<file path="src/rtl/dmem_access_ctrl.sv">
// MEM-stage data-memory access sequencer: bus request/hold, store lane steering, load extension.
// Optional alignment exception detection is enabled by defining DMEM_ALIGN_CHECK_EN.
module dmem_access_ctrl (
    input  logic        clk,
    input  logic        resetn,
    input  logic        req_valid,
    input  logic [7:0]  req_op,
    input  logic [31:0] req_addr,
    input  logic [31:0] req_wdata,
    input  logic        flush,
    output logic        stall,
    output logic        resp_valid,
    output logic [31:0] resp_rdata,
    output logic        adel,
    output logic        ades,
    output logic [31:0] badvaddr,
    output logic        mem_en,
    output logic [3:0]  mem_wen,
    output logic [31:0] mem_addr,
    output logic [31:0] mem_wdata,
    input  logic        mem_ack,
    input  logic [31:0] mem_rdata
);

    localparam logic [7:0] EXE_LB_OP  = 8'b1110_0000;
    localparam logic [7:0] EXE_LH_OP  = 8'b1110_0001;
    localparam logic [7:0] EXE_LW_OP  = 8'b1110_0011;
    localparam logic [7:0] EXE_LBU_OP = 8'b1110_0100;
    localparam logic [7:0] EXE_LHU_OP = 8'b1110_0101;
    localparam logic [7:0] EXE_SB_OP  = 8'b1110_1000;
    localparam logic [7:0] EXE_SH_OP  = 8'b1110_1001;
    localparam logic [7:0] EXE_SW_OP  = 8'b1110_1011;

    localparam logic [1:0] IDLE = 2'd0;
    localparam logic [1:0] BUSY = 2'd1;
    localparam logic [1:0] DONE = 2'd2;

    logic [1:0]  state;
    logic [7:0]  op_q;
    logic [1:0]  off_q;
    logic        drop_q;
    logic        is_load;
    logic        is_store;
    logic        misaligned;
    logic        accept;
    logic [3:0]  wen_d;
    logic [31:0] wdata_d;
    logic [7:0]  rd_byte;
    logic [15:0] rd_half;
    logic [31:0] ext_data;

    always_comb begin
        is_load  = 1'b0;
        is_store = 1'b0;
        case (req_op)
            EXE_LB_OP, EXE_LBU_OP, EXE_LH_OP, EXE_LHU_OP, EXE_LW_OP: is_load  = 1'b1;
            EXE_SB_OP, EXE_SH_OP, EXE_SW_OP:                         is_store = 1'b1;
            default: ;
        endcase
    end

`ifdef DMEM_ALIGN_CHECK_EN
    always_comb begin
        misaligned = 1'b0;
        case (req_op)
            EXE_LH_OP, EXE_LHU_OP, EXE_SH_OP: misaligned = req_addr[0];
            EXE_LW_OP, EXE_SW_OP:             misaligned = |req_addr[1:0];
            default: ;
        endcase
    end

    // Exceptions are raised only for the live request; a flushed instruction never faults.
    assign adel     = req_valid & is_load  & misaligned & ~flush;
    assign ades     = req_valid & is_store & misaligned & ~flush;
    assign badvaddr = (adel | ades) ? req_addr : 32'd0;
`else
    assign misaligned = 1'b0;
    assign adel       = 1'b0;
    assign ades       = 1'b0;
    assign badvaddr   = 32'd0;
`endif

    assign accept = (state == IDLE) & req_valid & (is_load | is_store) & ~flush & ~misaligned;
    assign stall  = accept | (state == BUSY);

    always_comb begin
        wen_d   = 4'b0000;
        wdata_d = 32'd0;
        case (req_op)
            EXE_SB_OP: begin
                wen_d   = 4'b0001 << req_addr[1:0];
                wdata_d = {4{req_wdata[7:0]}};
            end
            EXE_SH_OP: begin
                wen_d   = req_addr[1] ? 4'b1100 : 4'b0011;
                wdata_d = {2{req_wdata[15:0]}};
            end
            EXE_SW_OP: begin
                wen_d   = 4'b1111;
                wdata_d = req_wdata;
            end
            default: ;
        endcase
    end

    always_comb begin
        case (off_q)
            2'd0:    rd_byte = mem_rdata[7:0];
            2'd1:    rd_byte = mem_rdata[15:8];
            2'd2:    rd_byte = mem_rdata[23:16];
            default: rd_byte = mem_rdata[31:24];
        endcase
        rd_half = off_q[1] ? mem_rdata[31:16] : mem_rdata[15:0];
        case (op_q)
            EXE_LB_OP:  ext_data = {{24{rd_byte[7]}}, rd_byte};
            EXE_LBU_OP: ext_data = {24'd0, rd_byte};
            EXE_LH_OP:  ext_data = {{16{rd_half[15]}}, rd_half};
            EXE_LHU_OP: ext_data = {16'd0, rd_half};
            EXE_LW_OP:  ext_data = mem_rdata;
            default:    ext_data = 32'd0;
        endcase
    end

    // NOTE: every register here is control/datapath state, so all take the async reset and use <=.
    always_ff @(posedge clk or negedge resetn) begin
        if (!resetn) begin
            state      <= IDLE;
            op_q       <= 8'd0;
            off_q      <= 2'd0;
            drop_q     <= 1'b0;
            resp_valid <= 1'b0;
            resp_rdata <= 32'd0;
            mem_en     <= 1'b0;
            mem_wen    <= 4'b0000;
            mem_addr   <= 32'd0;
            mem_wdata  <= 32'd0;
        end else begin
            case (state)
                IDLE: begin
                    drop_q <= 1'b0;
                    if (accept) begin
                        mem_en    <= 1'b1;
                        mem_wen   <= wen_d;
                        mem_addr  <= {req_addr[31:2], 2'b00};
                        mem_wdata <= wdata_d;
                        op_q      <= req_op;
                        off_q     <= req_addr[1:0];
                        state     <= BUSY;
                    end
                end
                BUSY: begin
                    if (flush) drop_q <= 1'b1;
                    if (mem_ack) begin
                        mem_en  <= 1'b0;
                        mem_wen <= 4'b0000;
                        // The bus transfer always completes; a flushed access just loses its response.
                        if (drop_q | flush) begin
                            state <= IDLE;
                        end else begin
                            resp_rdata <= ext_data;
                            resp_valid <= 1'b1;
                            state      <= DONE;
                        end
                    end
                end
                DONE: begin
                    resp_valid <= 1'b0;
                    state      <= IDLE;
                end
                default: state <= IDLE;
            endcase
        end
    end

endmodule

</file>
<file path="config.mk">
export PLATFORM = sky130hd
export DESIGN_NAME = dmem_access_ctrl
export DESIGN_NICKNAME = d
export VERILOG_FILES = /design/src/rtl/dmem_access_ctrl.sv
export SDC_FILE = /design/constraint.sdc
export NUM_CORES = 1
export LEC_CHECK = 0
export BUFFER_PORTS_ARGS = -buffer_cell sky130_fd_sc_hd__buf_2
export CAP_MARGIN = 20
export CORE_AREA = 2 2 125 127
export CTS_BUF_LIST = sky130_fd_sc_hd__clkbuf_4 sky130_fd_sc_hd__clkbuf_8
export DETAILED_ROUTE_END_ITERATION = 10
export DIE_AREA = 0 0 127 129
export GPL_TIMING_DRIVEN = 0
export PLACE_DENSITY = 0.7
export SLEW_MARGIN = 40
export SYNTH_ARGS = -nofsm -noshare
export SYNTH_HDL_FRONTEND = slang
export SYNTH_SLANG_ARGS = --single-unit
</file>
<file path="constraint.sdc">
create_clock -name clk -period 1.8 [get_ports clk]
set_input_delay 0.18 -clock clk [delete_from_list [all_inputs] [get_ports clk]]
set_output_delay 0.18 -clock clk [all_outputs]
set_load 0.005 [all_outputs]
</file>
==> run metrics, run 1 <==
status complete, but fails checks; failing checks setup timing; Global Route Usage Sum 22.10%; Seq. cell area 2828 um^2; WL/cell 16.87 um; final setup fails 60; area of the multi-input gates 2824 um^2; R2R Path Start state[1]; Die Area 16380 um^2; final WL 18.52 mm; Die Wd 127 um; Async SR Flop Fraction 100.0%; most common cell in the netlist dfrtp_1; Gate Count Post-Synth 561; PwrDens 723.7 nW/um^2; cells on worst reg2reg path 9; Final Max Slew Viols 0; input/output buffers 209; relative slew slack 59.60%; hold depth 3; Synth Cell Area 5863 um^2; layout cells sized above 1 46.26%; CP Capture Type flip-flop; Hold Startpoint mem_rdata[27]; share of the synthesized area in the top cell type 48.23%; Setup Slack @ Placement -341.9 ps; Placer Congestion 0.8561; Post-DP Area 7313 um^2; area leader, netlist dfrtp_1; Final Cycle Share 114.9%; hold_ws 26.76 ps; Seq/Total Area, Yosys 48.23%; Seq cells post-synth 113; Starting Density 39.15%; Initial DRC Count 301; vias in the first global route 5353; Reg-to-Reg End mem_addr[5]; via density per instance 4.994; Pre-Repair DR Iteration Count 4; first-pass GRT wire length 27.82 mm; Syn. warnings 0; Post-synth EDFFs 0; Fin Setup TNS -7760 ps; Area Growth Syn to Fin 49.47%; Die Ht 129 um; synth unique cells 46; CTS buffer count 17; depth of the CTS H-tree 4; Lkg Pwr 4.863 nW; Worst Tran Pin Value 605.9 ps; crit path kind flip-flop to flip-flop; antenna violations before repair 0; Clock Path Buffers 2; I/O pin total 246; Max Cap Violations 0; WP data arrival 2390 ps; Hold Path End resp_rdata[27]; final hold viol count 0; # DRC 0; RSZ-0062 raised after global routing yes; largest net degree at the start of global routing 62; worst skew pair latency 440 ps; Avg Cell Area, Syn 10.45 um^2; Total Nets Final 1006; synth top area cells dfrtp_1 48%, mux2_2 8.1%, mux2i_1 8.0%; Period minus WS final 2069 ps; Clock Sinks 113; Post-synth top cells 113 x dfrtp_1, 70 x nand2_1, 47 x mux2i_1, 42 x mux2_2, 38 x o21ai_0; Worst EP required 2120 ps; CTS tree yes; total gr overflow 0; worst-path fanout max 6; f_max 483.4 MHz; n_diodes 0; hpwl dp 13.00 mm; Final Skew 10.14 ps; core area 14980 um^2; FP Rows 45; finished layout cell area 8763 um^2; Worst-path clk slew 80 ps; Worst Hold Class input port to flip-flop; crit path launch type flip-flop; Final Util 58.51%; Vias 5483; clk root buf clkbuf_8; Top FF cell, synth dfrtp_1; VDD IR max 0.4422 mV; R2R setup slack -270 ps; Setup WS post-layout -268.7 ps; fillers 1309; Antenna Nets Post-Route 0
-- per-stage QoR --
step                      power [mW]  std cells
after floorplan                3.380        596
after global placement         3.811        993
after detailed placement       3.839        994
after CTS                      6.336       1081
after global routing           6.652       1098
final                          6.342       1098
-- repair_timing --
item,in CTS,in global routing
setup buffers,10,16
pin swaps,5,9
hold endpoints to repair,105,0
endpoints found under the setup margin,97,101
cloned,0,5
hold buffers,46,0
gates resized for setup,47,75
-- worst max-delay path, stage by stage (launching register included) --
cell	delay [ps]
dfrtp_1	420
nor4b_4	250
buf_4	180
o211ai_1	130
buf_4	180
buf_4	130
buf_12	130
buf_4	140
buf_4	130
mux2_2	260
-- cell type report --
| cell class | instances | share of cell area, % |
|---|---|---|
| repair buffers | 285 | 21.76 |
| plain buffers | 71 | 5.897 |
| clock inverters | 15 | 1.828 |
| multi-input cells | 394 | 32.22 |
| well taps | 188 | 2.684 |
| flip-flops and latches | 113 | 32.27 |
| clock buffers | 17 | 2.670 |
| inverters | 15 | 0.6710 |
-- cell usage in the layout, fill, tap and decap left out, drive strengths merged, types with 15 or more instances in the layout --
| master | netlist | routed |
|---|---|---|
| nand2 | 70 | 70 |
| clkbuf | 23 | 37 |
| mux2i | 47 | 47 |
| inv | 14 | 18 |
| o21ai | 38 | 38 |
| nand3 | 38 | 38 |
| dfrtp | 113 | 113 |
| a22oi | 15 | 15 |
| mux2 | 42 | 42 |
| and3 | 16 | 16 |
| conb | 1 | 36 |
| dlygate4sd3 | 0 | 46 |
| buf | 52 | 290 |
-- power breakdown --
group | internal, mW | total, mW | switching (mW)
Combinational | 0.607 | 1.15 | 0.543
Sequential | 2.70 | 2.78 | 0.0851
Clock | 1.24 | 2.41 | 1.17
-- registers in the layout, indices dropped and copies added, names as in the netlist, 2 cells and up --
signal      cells
mem_addr       30
mem_wdata      32
mem_wen         4
off_q           2
op_q            8
resp_rdata     32
state           2
-- routing by layer --
layer	global-route usage [%]	wire, um	vias up	share of wire (%)
li1	-	-	2573	-
met1	26.38	7381	2596	40
met2	37.73	9113	278	49
met3	7.318	1619	36	8.7
met4	7.563	408	0	2.2
met5	0	0	-	0
-- how the worst max path moves through the flow --
stage,startpoint,end,cells after the start
floorplan,state[1],resp_rdata[17],7
finish,state[1],mem_addr[5],9
global placement,resetn,mem_wdata[23],1
detailed placement,state[0],mem_wen[1],5
global route,state[1],stall,7
CTS,state[1],stall,7
-- cell families (layout without fill, tap and decap cells) --
logic type / after synthesis / in the layout / share of synthesized area, %
AND/OR/NAND/NOR: 172 / 172 / 15.90
flip-flops: 113 / 113 / 48.23
AO/OA/AOI/OAI: 94 / 95 / 10.50
multiplexers: 91 / 91 / 16.86
buffers and inverters: 90 / 403 / 8.451
other: 1 / 36 / 0.06396
No activity file was read; power rests on OpenSTA's default activity.
==> run 2: changes to the inputs <==
--- a/config.mk
+++ b/config.mk
@@ -7,12 +7,12 @@
 export LEC_CHECK = 0
 export BUFFER_PORTS_ARGS = -buffer_cell sky130_fd_sc_hd__buf_2
 export CAP_MARGIN = 20
-export CORE_AREA = 2 2 125 127
+export CORE_AREA = 2 2 131 120
 export CTS_BUF_LIST = sky130_fd_sc_hd__clkbuf_4 sky130_fd_sc_hd__clkbuf_8
 export DETAILED_ROUTE_END_ITERATION = 10
-export DIE_AREA = 0 0 127 129
+export DIE_AREA = 0 0 133 122
 export GPL_TIMING_DRIVEN = 0
-export PLACE_DENSITY = 0.7
+export PLACE_DENSITY = 0.71
 export SLEW_MARGIN = 40
 export SYNTH_ARGS = -nofsm -noshare
 export SYNTH_HDL_FRONTEND = slang
==> run metrics, run 2 (synthesis results as in run 1) <==
Area Growth Syn to Fin 44.64%; I/O pin total 246 (unchanged); Global Route Usage Sum 21.88% (-0.21 points); Lkg Pwr 4.732 nW (-2.7%); crit path launch type flip-flop; WP data arrival 1840 ps (-550 ps); first-pass GRT wire length 27.24 mm (-2.1%); post-placement cell count 1008 (+1.4%); CP Launch Point state[1]; Die Area 16230 um^2 (-0.96%); clk root buf clkbuf_8; Setup Slack @ Placement -432.4 ps (-90.54 ps); relative slew slack 57.62% (-2.0 points); f_max 495.3 MHz (+2.5%); Comb pwr share 17.5% (-0.6 points); Antenna Nets Post-Route 0 (unchanged); Seq. cell area 2828 um^2 (unchanged); Clock Path Buffers 2 (unchanged); Setup WS post-layout -219.0 ps (+49.67 ps); final hold viol count 0 (unchanged); R2R Path Start state[1]; sequential share of power 43.9% (about the same); Initial DRC Count 301 (unchanged); fillers 1353 (+3.4%); largest net degree at the start of global routing 70 (+13%); Placer Congestion 0.9120 (+6.5%); part of the power in the clock network 38.6% (+0.6 points); sw frac 25.26% (-3.1 points); Max Cap Violations 0 (unchanged); total gr overflow 0 (unchanged); Final Util 56.50% (-2.0 points); Largest regs mem_wdata (32), resp_rdata (32), mem_addr (30); P_int 4.752 mW (+4.6%); n_diodes 0 (unchanged); CTS buffer count 17 (unchanged); final setup fails 43 (-28%); final WL 17.78 mm (-4.0%); core area 15010 um^2 (+0.23%); Die Wd 133 um (+4.7%); Worst EP required 1620 ps (-500 ps); Worst Tran Pin Value 632.3 ps (+26.39 ps); CP Capture Type primary output; layout cells sized above 1 43.86% (-2.4 points); NetSw 1.606 mW (-11%); commonest cells after routing, fill and taps aside 214 x buf_2, 113 x dfrtp_1, 68 x nand2_1; Die Ht 122 um (-5.4%); Total Nets Final 985 (-2.1%); # DRC 0 (unchanged); Worst Hold Class input port to flip-flop; area of the multi-input gates 2741 um^2 (-2.9%); vias in the first global route 5129 (-4.2%); status complete, but fails checks; crit path kind flip-flop to primary output; Hold Startpoint req_wdata[3]; Pre-Repair DR Iteration Count 4 (unchanged); Layout Cells excl Fill 1089 (-0.82%); input/output buffers 209 (unchanged); FP Rows 43 (-4.4%); WL/cell 16.33 um (-3.2%); PwrDens 749.7 nW/um^2 (+3.6%); via density per instance 4.924 (-1.4%); Starting Density 39.06% (-0.088 points); Vias 5362 (-2.2%); antenna violations before repair 0 (unchanged); CTS tree yes; Clock Sinks 113 (unchanged); depth of the CTS H-tree 4 (unchanged); failing checks setup timing; Final Skew 9.942 ps (-0.1962 ps); worst skew pair latency 430 ps (about the same); Worst-path clk slew 70 ps (about the same); Period minus WS final 2019 ps (-49.67 ps); hpwl dp 12.80 mm (-1.5%); Final Max Slew Viols 0 (unchanged); worst-path fanout max 2 (-4); VDD IR max 0.4378 mV (-1.0%); commonest non-fill, non-tap cell in the layout buf_2; Final Cycle Share 112.2% (-2.8 points); RSZ-0062 raised after global routing yes
-- run 2: metal layers --
| layer | global-route usage, % | vias up | routed length, um |
|---|---|---|---|
| li1 | - | 2540 | - |
| met1 | 27.02 | 2535 | 7199 |
| met2 | 36.33 | 258 | 8623 |
| met3 | 7.366 | 29 | 1643 |
| met4 | 7.056 | 0 | 314 |
| met5 | 0 | - | 0 |
-- run 2: timing repair --
action	4_1_cts	5_1_grt
buffers inserted	12	4
resized for setup	40	41
pin swaps	3	2
cloned	1	2
hold buffers	40	0
setup endpoints to repair	98	85
endpoints found under the hold margin	83	0
-- run 2: power by group through the flow --
stage | clock network, mW | logic (mW) | registers [mW]
global placement | 0 | 0.994 | 2.82
floorplan | 0 | 0.549 | 2.83
finish | 2.46 | 1.11 | 2.79
CTS | 2.53 | 1.10 | 2.78
detailed placement | 0 | 1.02 | 2.82
global route | 2.66 | 1.22 | 2.81
-- run 2: worst paths after layout --
| check | endpoint | slack, ps | cells after the start |
|---|---|---|---|
| setup reg to reg | resp_rdata[31] | -130 | 8 |
| max in group asynchronous | mem_wdata[5] | 920 | 3 |
| setup / recovery | stall | -220 | 7 |
| hold / removal | mem_wdata[3] | 30 | 3 |
| min in group asynchronous | resp_rdata[13] | 230 | 2 |
| hold reg to reg | mem_en | 470 | 2 |
-- run 2: worst max-delay path, stage by stage, from the launching register on --
cell and delay, ps:
dfrtp_1 410, nor4b_4 250, buf_4 170, o211ai_1 120, buf_4 170, clkbuf_16 140
nand2_2 40, buf_2 110
-- run 2: through the flow --
step / hold slack [ps] / power [mW] / area, um^2 / setup TNS [ps]
3_3_place_gp: 404.3 / 3.809 / 7293 / -121890
5_1_grt: 0.9760 / 6.677 / 8481 / -8058
3_5_place_dp: 93.20 / 3.839 / 7331 / -24860
6_report: 28.84 / 6.358 / 8481 / -3064
2_1_floorplan: -115.6 / 3.380 / 5995 / 0
4_1_cts: 1.119 / 6.400 / 8374 / -4967
-- run 2: final cells by class --
| type | instances | share of cell area, % |
|---|---|---|
| plain buffers | 70 | 6.521 |
| clock buffers | 25 | 3.910 |
| clock inverters | 5 | 0.8852 |
| inverters | 15 | 0.6934 |
| multi-input cells | 394 | 32.33 |
| flip-flops and latches | 113 | 33.34 |
| well taps | 202 | 2.980 |
| repair buffers | 265 | 19.34 |
==> run 3: changes to the inputs <==
--- a/config.mk
+++ b/config.mk
@@ -7,12 +7,12 @@
 export LEC_CHECK = 0
 export BUFFER_PORTS_ARGS = -buffer_cell sky130_fd_sc_hd__buf_2
 export CAP_MARGIN = 20
-export CORE_AREA = 2 2 131 120
+export CORE_AREA = 2 2 124 114
 export CTS_BUF_LIST = sky130_fd_sc_hd__clkbuf_4 sky130_fd_sc_hd__clkbuf_8
 export DETAILED_ROUTE_END_ITERATION = 10
-export DIE_AREA = 0 0 133 122
+export DIE_AREA = 0 0 126 116
 export GPL_TIMING_DRIVEN = 0
-export PLACE_DENSITY = 0.71
+export PLACE_DENSITY = 0.77
 export SLEW_MARGIN = 40
 export SYNTH_ARGS = -nofsm -noshare
 export SYNTH_HDL_FRONTEND = slang
==> run metrics, run 3 (synthesis results as in run 1) <==
Hold Startpoint mem_rdata[22]; hold_ws 41.30 ps (+12.46 ps); final setup fails 34 (-21%); failing checks setup timing; Placer Congestion 0.9183 (+0.69%); Die Ht 116 um (-4.9%); first-pass GRT wire length 27.46 mm (+0.79%); via density per instance 5.168 (+5.0%); Worst Hold Class input port to flip-flop; hpwl dp 12.66 mm (-1.0%); core area 13210 um^2 (-12%); Seq. cell area 2830 um^2 (about the same); Final Cycle Share 114.1% (+2.0 points); Vias 5499 (+2.6%); status complete, but fails checks; Final Skew 9.873 ps (-0.06847 ps); RSZ-0062 raised after global routing yes; Die Wd 126 um (-5.3%); finished layout cell area 8681 um^2 (+2.4%); R2R Path Start state[0]; Worst EP required 1620 ps (about the same); final WL 18.59 mm (+4.6%); Period minus WS final 2055 ps (+35.65 ps); FP Rows 40 (-7.0%); PwrDens 721.0 nW/um^2 (-3.8%); final hold viol count 0 (unchanged); Total Nets Final 993 (+0.81%); Comb pwr share 18.2% (+0.7 points); total gr overflow 0 (unchanged); worst skew pair latency 430 ps (about the same); Setup WS post-layout -254.6 ps (-35.65 ps); Worst Tran Pin Value 642.6 ps (+10.24 ps); Die Area 14620 um^2 (-9.9%); CTS tree yes; VDD IR max 0.5687 mV (+30%); P_int 4.632 mW (-2.5%); Starting Density 44.37% (+5.3 points); part of the power in the clock network 37.4% (-1.2 points); Overall Power 6.259 mW (-1.6%); vias in the first global route 5304 (+3.4%); Clock Sinks 113 (unchanged); CTS buffer count 17 (unchanged); antenna violations before repair 1 (+1); input/output buffers 209 (unchanged); Pre-Repair DR Iteration Count 5 (+1); Area Growth Syn to Fin 48.06%; Global Route Usage Sum 24.23% (+2.4 points); sw frac 25.99% (+0.72 points); # DRC 0 (unchanged); Final Max Slew Viols 0 (unchanged); f_max 486.7 MHz (-1.7%); largest net degree at the start of global routing 66 (-5.7%); layout cells sized above 1 45.70% (+1.8 points); I/O pin total 246 (unchanged); depth of the CTS H-tree 4 (unchanged); Post-DP Area 7293 um^2 (-0.51%); Largest regs mem_wdata (32), resp_rdata (32), mem_addr (30); Antenna Nets Post-Route 0 (unchanged); area of the multi-input gates 2863 um^2 (+4.4%); CP Capture Type primary output; Reg-to-Reg End op_q[0]; worst-path fanout max 3 (+1); NetSw 1.626 mW (+1.3%); commonest non-fill, non-tap cell in the layout buf_2; fillers 1056 (-22%); clk root buf clkbuf_8; sequential share of power 44.5% (+0.6 points); Max Cap Violations 0 (unchanged); Clock Path Buffers 2 (unchanged); WP data arrival 1870 ps (+30 ps); relative slew slack 56.71% (-0.91 points); commonest cells after routing, fill and taps aside 212 x buf_2, 111 x dfrtp_1, 67 x nand2_1; Worst-path clk slew 60 ps (about the same); Hold Path End resp_rdata[22]; crit path launch type flip-flop; cells on worst reg2reg path 7 (-1); hold depth 3 (unchanged); Lkg Pwr 4.834 nW (+2.1%); WL/cell 17.48 um (+7.0%); Layout Cells excl Fill 1064 (-2.3%); R2R setup slack -180 ps (-50 ps); post-placement cell count 974 (-3.4%); Initial DRC Count 315 (+4.7%); crit path kind flip-flop to primary output
-- run 3: cell count changes in the layout (fill, tap and decap cells not counted), sizes merged --
cell	previous run	this run
clkbuf	45	44
inv	15	14
clkinv	3	6
buf	275	282
diode	0	1
-- run 3: cell type report --
| class | instances | share of cell area, % |
|---|---|---|
| Multi-Input combinational cell | 394 | 32.98 |
| Sequential cell | 113 | 32.60 |
| Timing Repair Buffer | 272 | 20.38 |
| Buffer | 71 | 6.544 |
| Clock buffer | 23 | 3.358 |
| Tap cell | 168 | 2.421 |
| Clock inverter | 7 | 0.9801 |
| Inverter | 15 | 0.7063 |
| Antenna cell | 1 | 0.02883 |
-- run 3: worst max path at each step --
| stage | start | endpoint | slack, ps | cells past startpoint |
|---|---|---|---|---|
| floorplan | state[1] | resp_rdata[17] | 90 | 7 |
| global placement | resetn | mem_addr[10] | -850 | 1 |
| detailed placement | state[0] | stall | -370 | 6 |
| CTS | state[1] | stall | -310 | 6 |
| global route | state[0] | stall | -330 | 6 |
| finish | state[0] | stall | -250 | 6 |
-- run 3: worst max-delay path, cell delays in order, from the launching register on --
cell       delay, ps
dfrtp_2          430
nor4b_4          350
o211ai_1         200
buf_4            190
clkbuf_16        140
nand2_4           50
buf_6             90
-- run 3: what timing repair did --
item | 4_1_cts | 5_1_grt
hold buffers | 40 | 0
endpoints found under the hold margin | 87 | 0
gates cloned | 1 | 7
buffers inserted | 14 | 4
pin swaps | 12 | 7
gates resized for setup | 67 | 58
setup endpoints to repair | 92 | 101
-- run 3: metrics by stage --
stage               TNS (ps)  setup WS (ps)  utilization (%)
global route           -4795         -325.1            65.70
finish                 -2758         -254.6            65.70
CTS                    -4795         -306.9            63.65
detailed placement    -19610         -370.3            55.20
global placement     -114010         -846.2            54.88
floorplan                  0          87.20                -
-- run 3: per-layer routing --
metal | vias to the layer above | share of wire [%] | global-route usage [%]
met5 | - | 0 | 0
met2 | 285 | 50 | 41.51
li1 | 2553 | - | -
met4 | 0 | 1.7 | 8.938
met3 | 31 | 9.2 | 7.525
met1 | 2630 | 39 | 29.07
-- run 3: power by group through the flow --
stage | logic, mW | registers, mW | clock network (mW)
4_1_cts | 1.10 | 2.78 | 2.39
2_1_floorplan | 0.549 | 2.83 | 0
3_5_place_dp | 1.01 | 2.82 | 0
5_1_grt | 1.23 | 2.80 | 2.51
6_report | 1.14 | 2.78 | 2.34
3_3_place_gp | 0.991 | 2.82 | 0
